--- src/rtl/uart_boot_loader_pkg.sv ---
// Shared types and constants for the UART boot loader and its byte receiver.
package uart_boot_loader_pkg;

    // Default frame start marker.
    localparam logic [7:0] SYNC_BYTE_DEFAULT = 8'hA5;

    // Loader FSM states.
    typedef enum logic [2:0] {
        ST_WAIT_SYNC = 3'd0,
        ST_LEN_LO    = 3'd1,
        ST_LEN_HI    = 3'd2,
        ST_DATA_LO   = 3'd3,
        ST_DATA_HI   = 3'd4,
        ST_CSUM      = 3'd5,
        ST_RUN       = 3'd6,
        ST_ERROR     = 3'd7
    } loader_state_e;

    // Byte receiver states.
    typedef enum logic [1:0] {
        RX_IDLE  = 2'd0,
        RX_START = 2'd1,
        RX_DATA  = 2'd2,
        RX_STOP  = 2'd3
    } rx_state_e;

    // The LEN field and the word index need one bit more than the address,
    // so a full image of 2**addr_w words is representable without wrap.
    function automatic int len_width(input int addr_w);
        return addr_w + 1;
    endfunction

endpackage

--- src/rtl/uart_boot_loader_rx.sv ---
// 8N1 UART byte receiver: 2-flop synchronizer, mid-bit sampling, stop-bit check.
// Emits a one-cycle byte_valid_o together with the byte and its framing status.
module uart_rx_byte
    import uart_boot_loader_pkg::*;
#(
    parameter int CLKS_PER_BIT = 104
) (
    input  logic       clk_i,
    input  logic       rst_ni,
    input  logic       rx_i,
    output logic [7:0] byte_o,
    output logic       byte_valid_o,
    output logic       frame_err_o
);

    localparam int CNT_W = (CLKS_PER_BIT > 2) ? $clog2(CLKS_PER_BIT) : 1;
    localparam logic [CNT_W-1:0] CNT_FULL = CNT_W'(CLKS_PER_BIT - 1);
    localparam logic [CNT_W-1:0] CNT_HALF = CNT_W'(CLKS_PER_BIT / 2 - 1);

    logic            sync1_q, sync2_q, prev_q;
    rx_state_e       state_q, state_d;
    logic [CNT_W-1:0] cnt_q, cnt_d;
    logic [2:0]      bit_q, bit_d;
    logic [7:0]      shift_q, shift_d;
    logic [7:0]      byte_q, byte_d;
    logic            valid_q, valid_d;
    logic            ferr_q, ferr_d;

    // Synchronize the asynchronous line (idle high) and keep one sample of history for edge detection.
    always_ff @(posedge clk_i or negedge rst_ni) begin
        if (!rst_ni) begin
            sync1_q <= 1'b1;
            sync2_q <= 1'b1;
            prev_q  <= 1'b1;
        end else begin
            sync1_q <= rx_i;
            sync2_q <= sync1_q;
            prev_q  <= sync2_q;
        end
    end

    // Receiver state and datapath registers.
    always_ff @(posedge clk_i or negedge rst_ni) begin
        if (!rst_ni) begin
            state_q <= RX_IDLE;
            cnt_q   <= '0;
            bit_q   <= 3'd0;
            shift_q <= 8'h00;
            byte_q  <= 8'h00;
            valid_q <= 1'b0;
            ferr_q  <= 1'b0;
        end else begin
            state_q <= state_d;
            cnt_q   <= cnt_d;
            bit_q   <= bit_d;
            shift_q <= shift_d;
            byte_q  <= byte_d;
            valid_q <= valid_d;
            ferr_q  <= ferr_d;
        end
    end

    // Bit timing: falling edge starts a frame, start bit is re-checked at half a bit, then sample at bit centres.
    always_comb begin
        state_d = state_q;
        cnt_d   = cnt_q;
        bit_d   = bit_q;
        shift_d = shift_q;
        byte_d  = byte_q;
        valid_d = 1'b0;
        ferr_d  = ferr_q;
        case (state_q)
            RX_IDLE: begin
                if (prev_q && !sync2_q) begin
                    state_d = RX_START;
                    cnt_d   = '0;
                end else begin
                    state_d = RX_IDLE;
                end
            end
            RX_START: begin
                if (cnt_q == CNT_HALF) begin
                    cnt_d = '0;
                    bit_d = 3'd0;
                    if (!sync2_q) begin
                        state_d = RX_DATA;
                    end else begin
                        state_d = RX_IDLE;   // glitch, not a real start bit
                    end
                end else begin
                    cnt_d = cnt_q + CNT_W'(1);
                end
            end
            RX_DATA: begin
                if (cnt_q == CNT_FULL) begin
                    cnt_d   = '0;
                    shift_d = {sync2_q, shift_q[7:1]};   // LSB arrives first
                    if (bit_q == 3'd7) begin
                        state_d = RX_STOP;
                    end else begin
                        bit_d = bit_q + 3'd1;
                    end
                end else begin
                    cnt_d = cnt_q + CNT_W'(1);
                end
            end
            RX_STOP: begin
                if (cnt_q == CNT_FULL) begin
                    state_d = RX_IDLE;
                    cnt_d   = '0;
                    byte_d  = shift_q;
                    valid_d = 1'b1;
                    ferr_d  = !sync2_q;
                end else begin
                    cnt_d = cnt_q + CNT_W'(1);
                end
            end
            default: begin
                state_d = RX_IDLE;
                cnt_d   = '0;
            end
        endcase
    end

    assign byte_o       = byte_q;
    assign byte_valid_o = valid_q;
    assign frame_err_o  = ferr_q;

endmodule

--- src/rtl/uart_boot_loader.sv ---
// UART boot loader: holds the CPU in reset, receives a framed program image
// over the boot UART and writes it word by word into the instruction RAM.
// Optional feature macro LOADER_CHECKSUM_EN: when defined, a trailing
// checksum byte is required and verified; otherwise the frame ends after
// the last data word and no sum logic is built.
module uart_boot_loader
    import uart_boot_loader_pkg::*;
#(
    parameter int         CLKS_PER_BIT = 104,
    parameter int         ADDR_W       = 12,
    parameter logic [7:0] SYNC_BYTE    = SYNC_BYTE_DEFAULT,
    parameter int         BOOT_WAIT    = 12000000,
    parameter int         BYTE_TIMEOUT = 120000
) (
    input  logic              clk_i,
    input  logic              rst_ni,
    input  logic              rx_i,
    output logic [ADDR_W-1:0] w_addr_o,
    output logic [15:0]       din_o,
    output logic              w_en_o,
    output logic              cpu_reset_o,
    output logic              done_o,
    output logic              err_o
);

    localparam int LEN_W      = len_width(ADDR_W);
    localparam int CMP_W      = (LEN_W > 16) ? LEN_W : 16;
    localparam int BOOT_CNT_W = $clog2(BOOT_WAIT + 1);
    localparam int TO_CNT_W   = $clog2(BYTE_TIMEOUT + 1);
    localparam logic [CMP_W-1:0] LEN_MAX = CMP_W'(1) << ADDR_W;

`ifdef LOADER_CHECKSUM_EN
    localparam loader_state_e ST_AFTER_DATA = ST_CSUM;
`else
    localparam loader_state_e ST_AFTER_DATA = ST_RUN;
`endif

    // Received byte stream
    logic [7:0] rx_byte_s;
    logic       rx_valid_s;
    logic       rx_ferr_s;

    uart_rx_byte #(
        .CLKS_PER_BIT (CLKS_PER_BIT)
    ) u_rx (
        .clk_i        (clk_i),
        .rst_ni       (rst_ni),
        .rx_i         (rx_i),
        .byte_o       (rx_byte_s),
        .byte_valid_o (rx_valid_s),
        .frame_err_o  (rx_ferr_s)
    );

    loader_state_e         state_q, state_d;
    logic [LEN_W-1:0]      len_q, len_d;
    logic [LEN_W-1:0]      idx_q, idx_d;
    logic [7:0]            lo_q, lo_d;
    logic [BOOT_CNT_W-1:0] boot_cnt_q, boot_cnt_d;
    logic [TO_CNT_W-1:0]   to_cnt_q, to_cnt_d;
    logic [ADDR_W-1:0]     w_addr_q, w_addr_d;
    logic [15:0]           din_q, din_d;
    logic                  w_en_q, w_en_d;
    logic                  cpu_reset_q, cpu_reset_d;
    logic                  done_q, done_d;
    logic                  err_q, err_d;

    logic                  byte_ok_s;
    logic                  sync_ok_s;
    logic                  in_frame_s;
    logic                  timeout_s;
    logic [CMP_W-1:0]      len_full_s;
    logic [LEN_W-1:0]      idx_inc_s;

    // Qualifiers shared by the FSM and the checksum accumulator.
    always_comb begin
        byte_ok_s  = rx_valid_s && !rx_ferr_s;
        sync_ok_s  = byte_ok_s && (rx_byte_s == SYNC_BYTE);
        in_frame_s = (state_q == ST_LEN_LO) || (state_q == ST_LEN_HI) ||
                     (state_q == ST_DATA_LO) || (state_q == ST_DATA_HI) ||
                     (state_q == ST_CSUM);
        timeout_s  = in_frame_s && (to_cnt_q == TO_CNT_W'(BYTE_TIMEOUT - 1));
        len_full_s = CMP_W'({rx_byte_s, len_q[7:0]});
        idx_inc_s  = idx_q + LEN_W'(1);
    end

`ifdef LOADER_CHECKSUM_EN
    logic [7:0] sum_q, sum_d;

    // Running 8-bit sum over LEN and data bytes; a new sync restarts it.
    always_comb begin
        sum_d = sum_q;
        if (sync_ok_s && ((state_q == ST_WAIT_SYNC) || (state_q == ST_ERROR))) begin
            sum_d = 8'h00;
        end else if (byte_ok_s && !timeout_s &&
                     ((state_q == ST_LEN_LO) || (state_q == ST_LEN_HI) ||
                      (state_q == ST_DATA_LO) || (state_q == ST_DATA_HI))) begin
            sum_d = sum_q + rx_byte_s;
        end else begin
            sum_d = sum_q;
        end
    end

    // Checksum accumulator register.
    always_ff @(posedge clk_i or negedge rst_ni) begin
        if (!rst_ni) begin
            sum_q <= 8'h00;
        end else begin
            sum_q <= sum_d;
        end
    end
`endif

    // Loader next-state logic, counters and write-port decode.
    always_comb begin
        state_d    = state_q;
        len_d      = len_q;
        idx_d      = idx_q;
        lo_d       = lo_q;
        boot_cnt_d = boot_cnt_q;
        to_cnt_d   = '0;
        w_addr_d   = w_addr_q;
        din_d      = din_q;
        w_en_d     = 1'b0;

        // Inter-byte idle counter runs only inside a frame and clears on every byte.
        if (in_frame_s && !rx_valid_s) begin
            to_cnt_d = to_cnt_q + TO_CNT_W'(1);
        end else begin
            to_cnt_d = '0;
        end

        case (state_q)
            ST_WAIT_SYNC: begin
                if (sync_ok_s) begin
                    state_d = ST_LEN_LO;
                    idx_d   = '0;
                end else if (boot_cnt_q == BOOT_CNT_W'(BOOT_WAIT)) begin
                    state_d = ST_RUN;       // no image offered: boot what is in RAM
                end else begin
                    boot_cnt_d = boot_cnt_q + BOOT_CNT_W'(1);
                end
            end
            ST_LEN_LO: begin
                if (timeout_s) begin
                    state_d = ST_ERROR;
                end else if (rx_valid_s) begin
                    if (rx_ferr_s) begin
                        state_d = ST_ERROR;
                    end else begin
                        len_d   = LEN_W'(rx_byte_s);
                        state_d = ST_LEN_HI;
                    end
                end else begin
                    state_d = ST_LEN_LO;
                end
            end
            ST_LEN_HI: begin
                if (timeout_s) begin
                    state_d = ST_ERROR;
                end else if (rx_valid_s) begin
                    if (rx_ferr_s || (len_full_s > LEN_MAX)) begin
                        state_d = ST_ERROR;
                    end else begin
                        len_d = len_full_s[LEN_W-1:0];
                        if (len_full_s == '0) begin
                            state_d = ST_AFTER_DATA;
                        end else begin
                            state_d = ST_DATA_LO;
                        end
                    end
                end else begin
                    state_d = ST_LEN_HI;
                end
            end
            ST_DATA_LO: begin
                if (timeout_s) begin
                    state_d = ST_ERROR;
                end else if (rx_valid_s) begin
                    if (rx_ferr_s) begin
                        state_d = ST_ERROR;
                    end else begin
                        lo_d    = rx_byte_s;
                        state_d = ST_DATA_HI;
                    end
                end else begin
                    state_d = ST_DATA_LO;
                end
            end
            ST_DATA_HI: begin
                if (timeout_s) begin
                    state_d = ST_ERROR;
                end else if (rx_valid_s) begin
                    if (rx_ferr_s) begin
                        state_d = ST_ERROR;
                    end else begin
                        w_en_d   = 1'b1;
                        w_addr_d = idx_q[ADDR_W-1:0];
                        din_d    = {rx_byte_s, lo_q};
                        idx_d    = idx_inc_s;
                        if (idx_inc_s == len_q) begin
                            state_d = ST_AFTER_DATA;
                        end else begin
                            state_d = ST_DATA_LO;
                        end
                    end
                end else begin
                    state_d = ST_DATA_HI;
                end
            end
`ifdef LOADER_CHECKSUM_EN
            ST_CSUM: begin
                if (timeout_s) begin
                    state_d = ST_ERROR;
                end else if (rx_valid_s) begin
                    if (rx_ferr_s || ((sum_q + rx_byte_s) != 8'h00)) begin
                        state_d = ST_ERROR;
                    end else begin
                        state_d = ST_RUN;
                    end
                end else begin
                    state_d = ST_CSUM;
                end
            end
`endif
            ST_RUN: begin
                state_d = ST_RUN;           // only reset leaves RUN
            end
            ST_ERROR: begin
                if (sync_ok_s) begin
                    state_d = ST_LEN_LO;
                    idx_d   = '0;
                end else begin
                    state_d = ST_ERROR;
                end
            end
            default: begin
                state_d = ST_ERROR;         // unreachable encodings fail safe
            end
        endcase

        cpu_reset_d = (state_d != ST_RUN);
        done_d      = (state_d == ST_RUN);
        err_d       = (state_d == ST_ERROR);
    end

    // Loader state, counters and registered outputs.
    always_ff @(posedge clk_i or negedge rst_ni) begin
        if (!rst_ni) begin
            state_q     <= ST_WAIT_SYNC;
            len_q       <= '0;
            idx_q       <= '0;
            lo_q        <= 8'h00;
            boot_cnt_q  <= '0;
            to_cnt_q    <= '0;
            w_addr_q    <= '0;
            din_q       <= 16'h0000;
            w_en_q      <= 1'b0;
            cpu_reset_q <= 1'b1;
            done_q      <= 1'b0;
            err_q       <= 1'b0;
        end else begin
            state_q     <= state_d;
            len_q       <= len_d;
            idx_q       <= idx_d;
            lo_q        <= lo_d;
            boot_cnt_q  <= boot_cnt_d;
            to_cnt_q    <= to_cnt_d;
            w_addr_q    <= w_addr_d;
            din_q       <= din_d;
            w_en_q      <= w_en_d;
            cpu_reset_q <= cpu_reset_d;
            done_q      <= done_d;
            err_q       <= err_d;
        end
    end

    assign w_addr_o    = w_addr_q;
    assign din_o       = din_q;
    assign w_en_o      = w_en_q;
    assign cpu_reset_o = cpu_reset_q;
    assign done_o      = done_q;
    assign err_o       = err_q;

endmodule

--- config.mk ---
export PLATFORM = sky130hd
export DESIGN_NAME = uart_boot_loader
export DESIGN_NICKNAME = d
export VERILOG_FILES = /design/src/rtl/uart_boot_loader_pkg.sv /design/src/rtl/uart_boot_loader_rx.sv /design/src/rtl/uart_boot_loader.sv
export SDC_FILE = /design/constraint.sdc
export NUM_CORES = 1
export LEC_CHECK = 0
export BUFFER_PORTS_ARGS = -buffer_cell sky130_fd_sc_hd__buf_2
export CORE_UTILIZATION = 50
export CTS_CLUSTER_SIZE = 10
export DETAILED_ROUTE_END_ITERATION = 8
export HOLD_SLACK_MARGIN = 0.15
export PLACE_DENSITY = 0.69
export SYNTH_ARGS = -nofsm -noshare
export SYNTH_HDL_FRONTEND = slang
export SYNTH_SLANG_ARGS = --single-unit
--- constraint.sdc ---
create_clock -name clk_i -period 4 [get_ports clk_i]
set_input_delay 0.2 -clock clk_i [delete_from_list [all_inputs] [get_ports clk_i]]
set_output_delay 0.2 -clock clk_i [all_outputs]
set_load 0.05 [all_outputs]
==> results.sh, run 1 <==
export IMPL_status="complete, no violations"
export IMPL_netlist_area_sq_um=6800
export IMPL_fin_skew_ps=8.71
export IMPL_cts_tree="yes"
export IMPL_cts_sinks=143
export IMPL_start_util=0.514
export IMPL_p_comb_frac=0.036
export IMPL_crit_path_max_fanout=7
export IMPL_htreeDepth=4
export IMPL_core_sq_um=13200
export IMPL_switching_share=0.214
export IMPL_synth_edff_count=0
export IMPL_grt_usage=0.206
export IMPL_power_switching_mw=0.682
export IMPL_cp_slowest_stage_delay_ps=460
export IMPL_hpwl_mm=9.24
export IMPL_gr_total_overflow=0
export IMPL_p_leak_nw=3.77
export IMPL_netlist_top_cells_count="183 x nand2_1, 139 x dfrtp_1, 53 x nor2_1"
export IMPL_p_clk_frac=0.497
export IMPL_drt_iter0_markers=382
export IMPL_viasPerCell=5.41
export IMPL_syn_inst=704
export IMPL_p_per_area_nw_per_um2=417
export IMPL_critPathRequiredTime_ps=4340
export IMPL_period_needed_ps=2840
export IMPL_diodes=0
export IMPL_routed_wl_mm=13.8
export IMPL_yosysTopAreaCell="dfrtp_1"
export IMPL_crit_buf_inv=0
export IMPL_numPortBuffers=34
export IMPL_fin_area_sq_um=7650
export IMPL_nets=742
export IMPL_ys_warn_count=0
export IMPL_antenna_found_initial=0
export IMPL_irDropWorstVdd_mv=0.326
export IMPL_io_pins=35
export IMPL_drive_above_1_share=0.141
export IMPL_crit_path_end="cpu_reset_o"
export IMPL_pwr_share_seq=0.467
export IMPL_tightest_slew_ps=1030
export IMPL_yosysSeqAreaShare=0.527
export IMPL_cts_setup_buffers=0
export IMPL_grt_pass1_wl_mm=23.1
export IMPL_synth_most_common_cell="nand2_1"
export IMPL_slowest_stage="dfrtp_1"
export IMPL_ff2ff_setup_slack_ps=1160
export IMPL_crit_start="idx_q[0]"
export IMPL_fmax_mhz=352
export IMPL_hold_violations=0
export IMPL_route_vias_total=4987
export IMPL_synth_distinct_cells=73
export IMPL_fillers=1165
export IMPL_worst_ep_arrival_time_ps=3180
export IMPL_post_route_period_util=0.709
export IMPL_synth_ff_type="dfrtp_1"
export IMPL_syn_avg_cell_area_sq_um=9.66
export IMPL_numCtsBuffers=17
export IMPL_clkTransAtPathRegs_ps=60
export IMPL_die_w_um=119
export IMPL_antenna_left=0
export IMPL_grt_pass1_vias=5047
export IMPL_placed_area_sq_um=7030
export IMPL_gp_congestion=0.875
export IMPL_critPathCaptureType="flop"
export IMPL_synth_seq_cells=143
export IMPL_drcViolationCount=0
export IMPL_fin_tns_setup_ps=0
export IMPL_cp_depth=8
export IMPL_cp_start_kind="flop"
export IMPL_maxSlewHeadroom=0.310
export IMPL_crit_chain="ha_1, nand3_1, or2_2, xnor2_1, a2111o_1, nor4_2, o21ai_0, a311o_1"
export IMPL_synth_area_top_cells="dfrtp_1 51%, nand2_1 10%, xnor2_1 3.5%"
export IMPL_cts_root_buf="clkbuf_16"
export IMPL_firstDrtPassIters=5
export IMPL_syn_nets=714
export IMPL_clock_latency_ps=420
export IMPL_final_max_slew_viol_count=0
export IMPL_hp_class="flop to flop"
export IMPL_synth_top_area_frac=0.511
export IMPL_async_flop_share=1.00
export IMPL_setup_violations=0
export IMPL_detail_route_wl_per_cell_um=15.0
export IMPL_internal_power_mw=2.51
export IMPL_row_count=42
export IMPL_grt_max_degree=116
export IMPL_rr_worst_depth=8
export IMPL_critPathKind="flop to flop"
export IMPL_worst_path_dominant_cell_family="compound AO/OA/AOI/OAI gates"
export IMPL_r2r_end="cpu_reset_o"
export IMPL_die_area_sq_um=14100
export IMPL_syn2layout_area_growth_pct=12.5
export IMPL_die_h_um=119
export IMPL_timing_rr_start="idx_q[0]"
export IMPL_cts_max_path_buffers=2
export IMPL_cap_violations=0
export IMPL_rsz0062_at_grt="no"
power groups by stage:
stage          sequential, mW  clock (mW)  combinational (mW)
2_1_floorplan            1.50           0              0.0773
3_3_place_gp             1.51           0               0.110
3_5_place_dp             1.51           0               0.114
4_1_cts                  1.49        1.61               0.116
5_1_grt                  1.49        1.68               0.132
6_report                 1.49        1.59               0.114
cells by family (layout without fill, tap and decap cells):
kind of cell / after synthesis / in the layout / synth area share
compound gates: 77 / 77 / 0.0741
xor+xnor: 55 / 55 / 0.0740
fa+ha+maj: 7 / 7 / 0.0129
buf+inv: 53 / 94 / 0.0394
flops: 143 / 143 / 0.527
mux: 21 / 21 / 0.0337
simple gates: 348 / 348 / 0.239
routing by layer:
layer	part of all wire	wire, um	GRT usage	up-vias
li1	-	-	-	2440
met1	0.46	6290	0.256	2459
met2	0.50	6960	0.354	73
met3	0.028	381	0.0487	15
met4	0.012	160	0.0649	0
met5	0	0	0	-
worst min-delay path by stage:
stage               cells after the start  slack (ps)                    endpoint    startpoint
global placement                        1         310                u_rx.sync1_q          rx_i
floorplan                               0        -100  asynchronous set/reset pin        rst_ni
global route                            0         360                u_rx.sync2_q  u_rx.sync1_q
CTS                                     0         360                u_rx.sync2_q  u_rx.sync1_q
finish                                  0         350                u_rx.sync2_q  u_rx.sync1_q
detailed placement                      1         310                u_rx.sync1_q          rx_i
per-stage QoR:
| stage | setup WS, ps | cells | power (mW) | util | hold WS (ps) |
|---|---|---|---|---|---|
| 2_1_floorplan | 1590 | 704 | 1.58 | - | -95.6 |
| 3_3_place_gp | 1310 | 887 | 1.62 | 0.531 | 306 |
| 3_5_place_dp | 1200 | 887 | 1.63 | 0.531 | 306 |
| 4_1_cts | 1180 | 921 | 3.22 | 0.578 | 356 |
| 5_1_grt | 1020 | 921 | 3.30 | 0.578 | 358 |
| 6_report | 1160 | 921 | 3.19 | 0.578 | 355 |
registers in the layout, indices dropped and copies added (netlist names), 3 cells and up, named ones only:
register and cells:
lo_q 8, idx_q 13, u_rx.cnt_q 7, state_q 3, u_rx.byte_o 8, u_rx.shift_q 8
u_rx.bit_q 3, din_o 16, w_addr_o 12, to_cnt_q 17, boot_cnt_q 24, len_q 13
final cells by class:
cell class | instances | area (sq um) | share of cell area
Clock buffer | 20 | 457 | 0.0597
Clock inverter | 12 | 143 | 0.0186
Inverter | 24 | 90.1 | 0.0118
Multi-Input combinational cell | 508 | 2950 | 0.385
Sequential cell | 143 | 3580 | 0.468
Tap cell | 176 | 220 | 0.0288
Timing Repair Buffer | 38 | 211 | 0.0276
cells in the final DEF (no fill, tap or decap), drive strengths merged, types with 15 or more instances in the layout:
| cell type | synthesis | routed |
|---|---|---|
| clkbuf | 15 | 20 |
| nand3 | 23 | 23 |
| dfrtp | 139 | 139 |
| nand2 | 183 | 183 |
| xnor2 | 28 | 28 |
| mux2 | 15 | 15 |
| nor2 | 53 | 53 |
| o21ai | 31 | 31 |
| buf | 14 | 36 |
| xor2 | 26 | 26 |
| inv | 23 | 23 |
repair_timing:
item	CTS	global route
endpoints found under the hold margin	113	0
setup endpoints to repair	0	0
hold buffers	2	0
gates resized for setup	0	0
No activity file was read; power rests on OpenSTA's default activity.
==> inputs of run 2 (changes only) <==
Clock period 4 ns to 3 ns, I/O delays scaled along.
==> run 2 against run 1 <==
Worst hold slack about the same. Power up 36%. Via count up 0.58%. Critical endpoint is now done_o. Clock-buffer cell count up 2. Cell area up 0.95%. Core utilization up 0.55 points. Sequential power up 33%. Highest routed layer unchanged. Die area unchanged. Maximum frequency up 2.4%. Critical path depth unchanged. Sequential cell count unchanged. Non-clock buffer count up 6.
==> results.sh, run 2 (synthesis gave the netlist of run 1 again) <==
export IMPL_status="complete, no violations"
export IMPL_min_to="u_rx.sync2_q"
export IMPL_setup_violations=0
export IMPL_period_needed_ps=2770
export IMPL_cts_max_path_buffers=2
export IMPL_tightest_slew_ps=815
export IMPL_fmax_mhz=361
export IMPL_cap_violations=0
export IMPL_detail_route_wl_per_cell_um=14.5
export IMPL_gr_total_overflow=0
export IMPL_mostFrequentLayoutCell="nand2_1"
export IMPL_fin_skew_ps=6.06
export IMPL_antenna_left=0
export IMPL_final_max_slew_viol_count=0
export IMPL_cts_sinks=143
export IMPL_gp_congestion=0.882
export IMPL_largest_register_ffs=24
export IMPL_critPathRequiredTime_ps=3300
export IMPL_dp_cells=893
export IMPL_timing_rr_start="idx_q[0]"
export IMPL_worstHoldStart="u_rx.sync1_q"
export IMPL_die_h_um=119
export IMPL_ff2ff_setup_slack_ps=230
export IMPL_diodes=0
export IMPL_worst_ep_arrival_time_ps=3070
export IMPL_r2r_end="done_o"
export IMPL_clkTransAtPathRegs_ps=60
export IMPL_critPathCaptureType="flop"
export IMPL_grt_usage=0.206
export IMPL_cp_start_kind="flop"
export IMPL_drive_above_1_share=0.146
export IMPL_fin_tns_setup_ps=0
export IMPL_final_cells=927
export IMPL_syn2layout_area_growth_pct=13.6
export IMPL_core_sq_um=13200
export IMPL_antenna_found_initial=0
export IMPL_placed_area_sq_um=7080
export IMPL_hp_class="flop to flop"
export IMPL_row_count=42
export IMPL_firstDrtPassIters=4
export IMPL_crit_path_max_fanout=7
export IMPL_route_vias_total=5016
export IMPL_grt_pass1_wl_mm=23.1
export IMPL_hold_violations=0
export IMPL_grt_max_degree=91
export IMPL_cts_tree="yes"
export IMPL_rsz0062_at_grt="no"
export IMPL_nets=748
export IMPL_p_leak_nw=3.80
export IMPL_final_cell_mix="183 x nand2_1, 139 x dfrtp_1, 53 x nor2_1, 33 x buf_2, 27 x xnor2_1"
export IMPL_io_pins=35
export IMPL_die_w_um=119
export IMPL_hpwl_mm=9.03
export IMPL_cts_root_buf="clkbuf_16"
export IMPL_maxSlewHeadroom=0.457
export IMPL_irDropWorstVdd_mv=0.430
export IMPL_rr_worst_depth=8
export IMPL_critPathKind="flop to flop"
export IMPL_die_area_sq_um=14100
export IMPL_total_power_mw=4.35
export IMPL_viasPerCell=5.41
export IMPL_numPortBuffers=34
export IMPL_routed_wl_mm=13.4
export IMPL_drt_iter0_markers=257
export IMPL_drcViolationCount=0
export IMPL_top_register="boot_cnt_q"
export IMPL_p_per_area_nw_per_um2=563
export IMPL_fin_area_sq_um=7730
export IMPL_htreeDepth=4
export IMPL_min_path_cells=0
export IMPL_clock_latency_ps=410
export IMPL_numCtsBuffers=17
export IMPL_post_route_period_util=0.924
export IMPL_grt_pass1_vias=4902
export IMPL_start_util=0.514
-- run 2: critical path, stage by stage (launching register included) --
cell and delay, ps:
dfrtp_1 450, ha_2 280, nand3_1 150, or2_2 370
xnor2_1 140, a2111o_1 350, nor4_2 370, o21ai_0 260
a311oi_1 300
-- run 2: layout make-up --
class	count	area, sq um
Fill cell	1160	5520
Sequential cell	143	3580
Multi-Input combinational cell	508	2950
Clock buffer	22	464
Timing Repair Buffer	44	256
Tap cell	176	220
Clock inverter	10	160
Inverter	24	90.1
-- run 2: metrics by stage --
step	utilization	hold slack, ps	worst slack [ps]
final	0.583	355	229
after global routing	0.583	359	4.93
after CTS	0.583	354	190
after detailed placement	0.535	257	233
after global placement	0.535	256	349
after floorplan	-	-146	586
-- run 2: power breakdown --
part           internal, mW  total, mW  switching (mW)
sequential             1.96       1.98          0.0294
clock                  1.43       2.21           0.780
combinational        0.0487      0.154           0.105
total                  3.44       4.35           0.915
-- run 2: what timing repair did --
action,in CTS,in global routing
gates resized for setup,0,1
endpoints found under the hold margin,84,0
hold buffers,2,0
buffers inserted,0,0
endpoints found under the setup margin,0,1
-- run 2: worst max path at each step --
stage          startpoint           to  slack (ps)
4_1_cts          idx_q[0]       done_o         190
3_5_place_dp     idx_q[0]       done_o         230
5_1_grt          idx_q[0]       done_o           5
3_3_place_gp     idx_q[0]  cpu_reset_o         350
2_1_floorplan    idx_q[0]  cpu_reset_o         590
6_report         idx_q[0]       done_o         230
-- run 2: metal layers --
metal | part of all wire | global-route usage | wire, um | vias up
met5 | 0 | 0 | 0 | -
met4 | 0.016 | 0.0799 | 210 | 0
met3 | 0.031 | 0.0483 | 415 | 22
met2 | 0.49 | 0.344 | 6610 | 90
met1 | 0.46 | 0.258 | 6170 | 2462
li1 | - | - | - | 2442
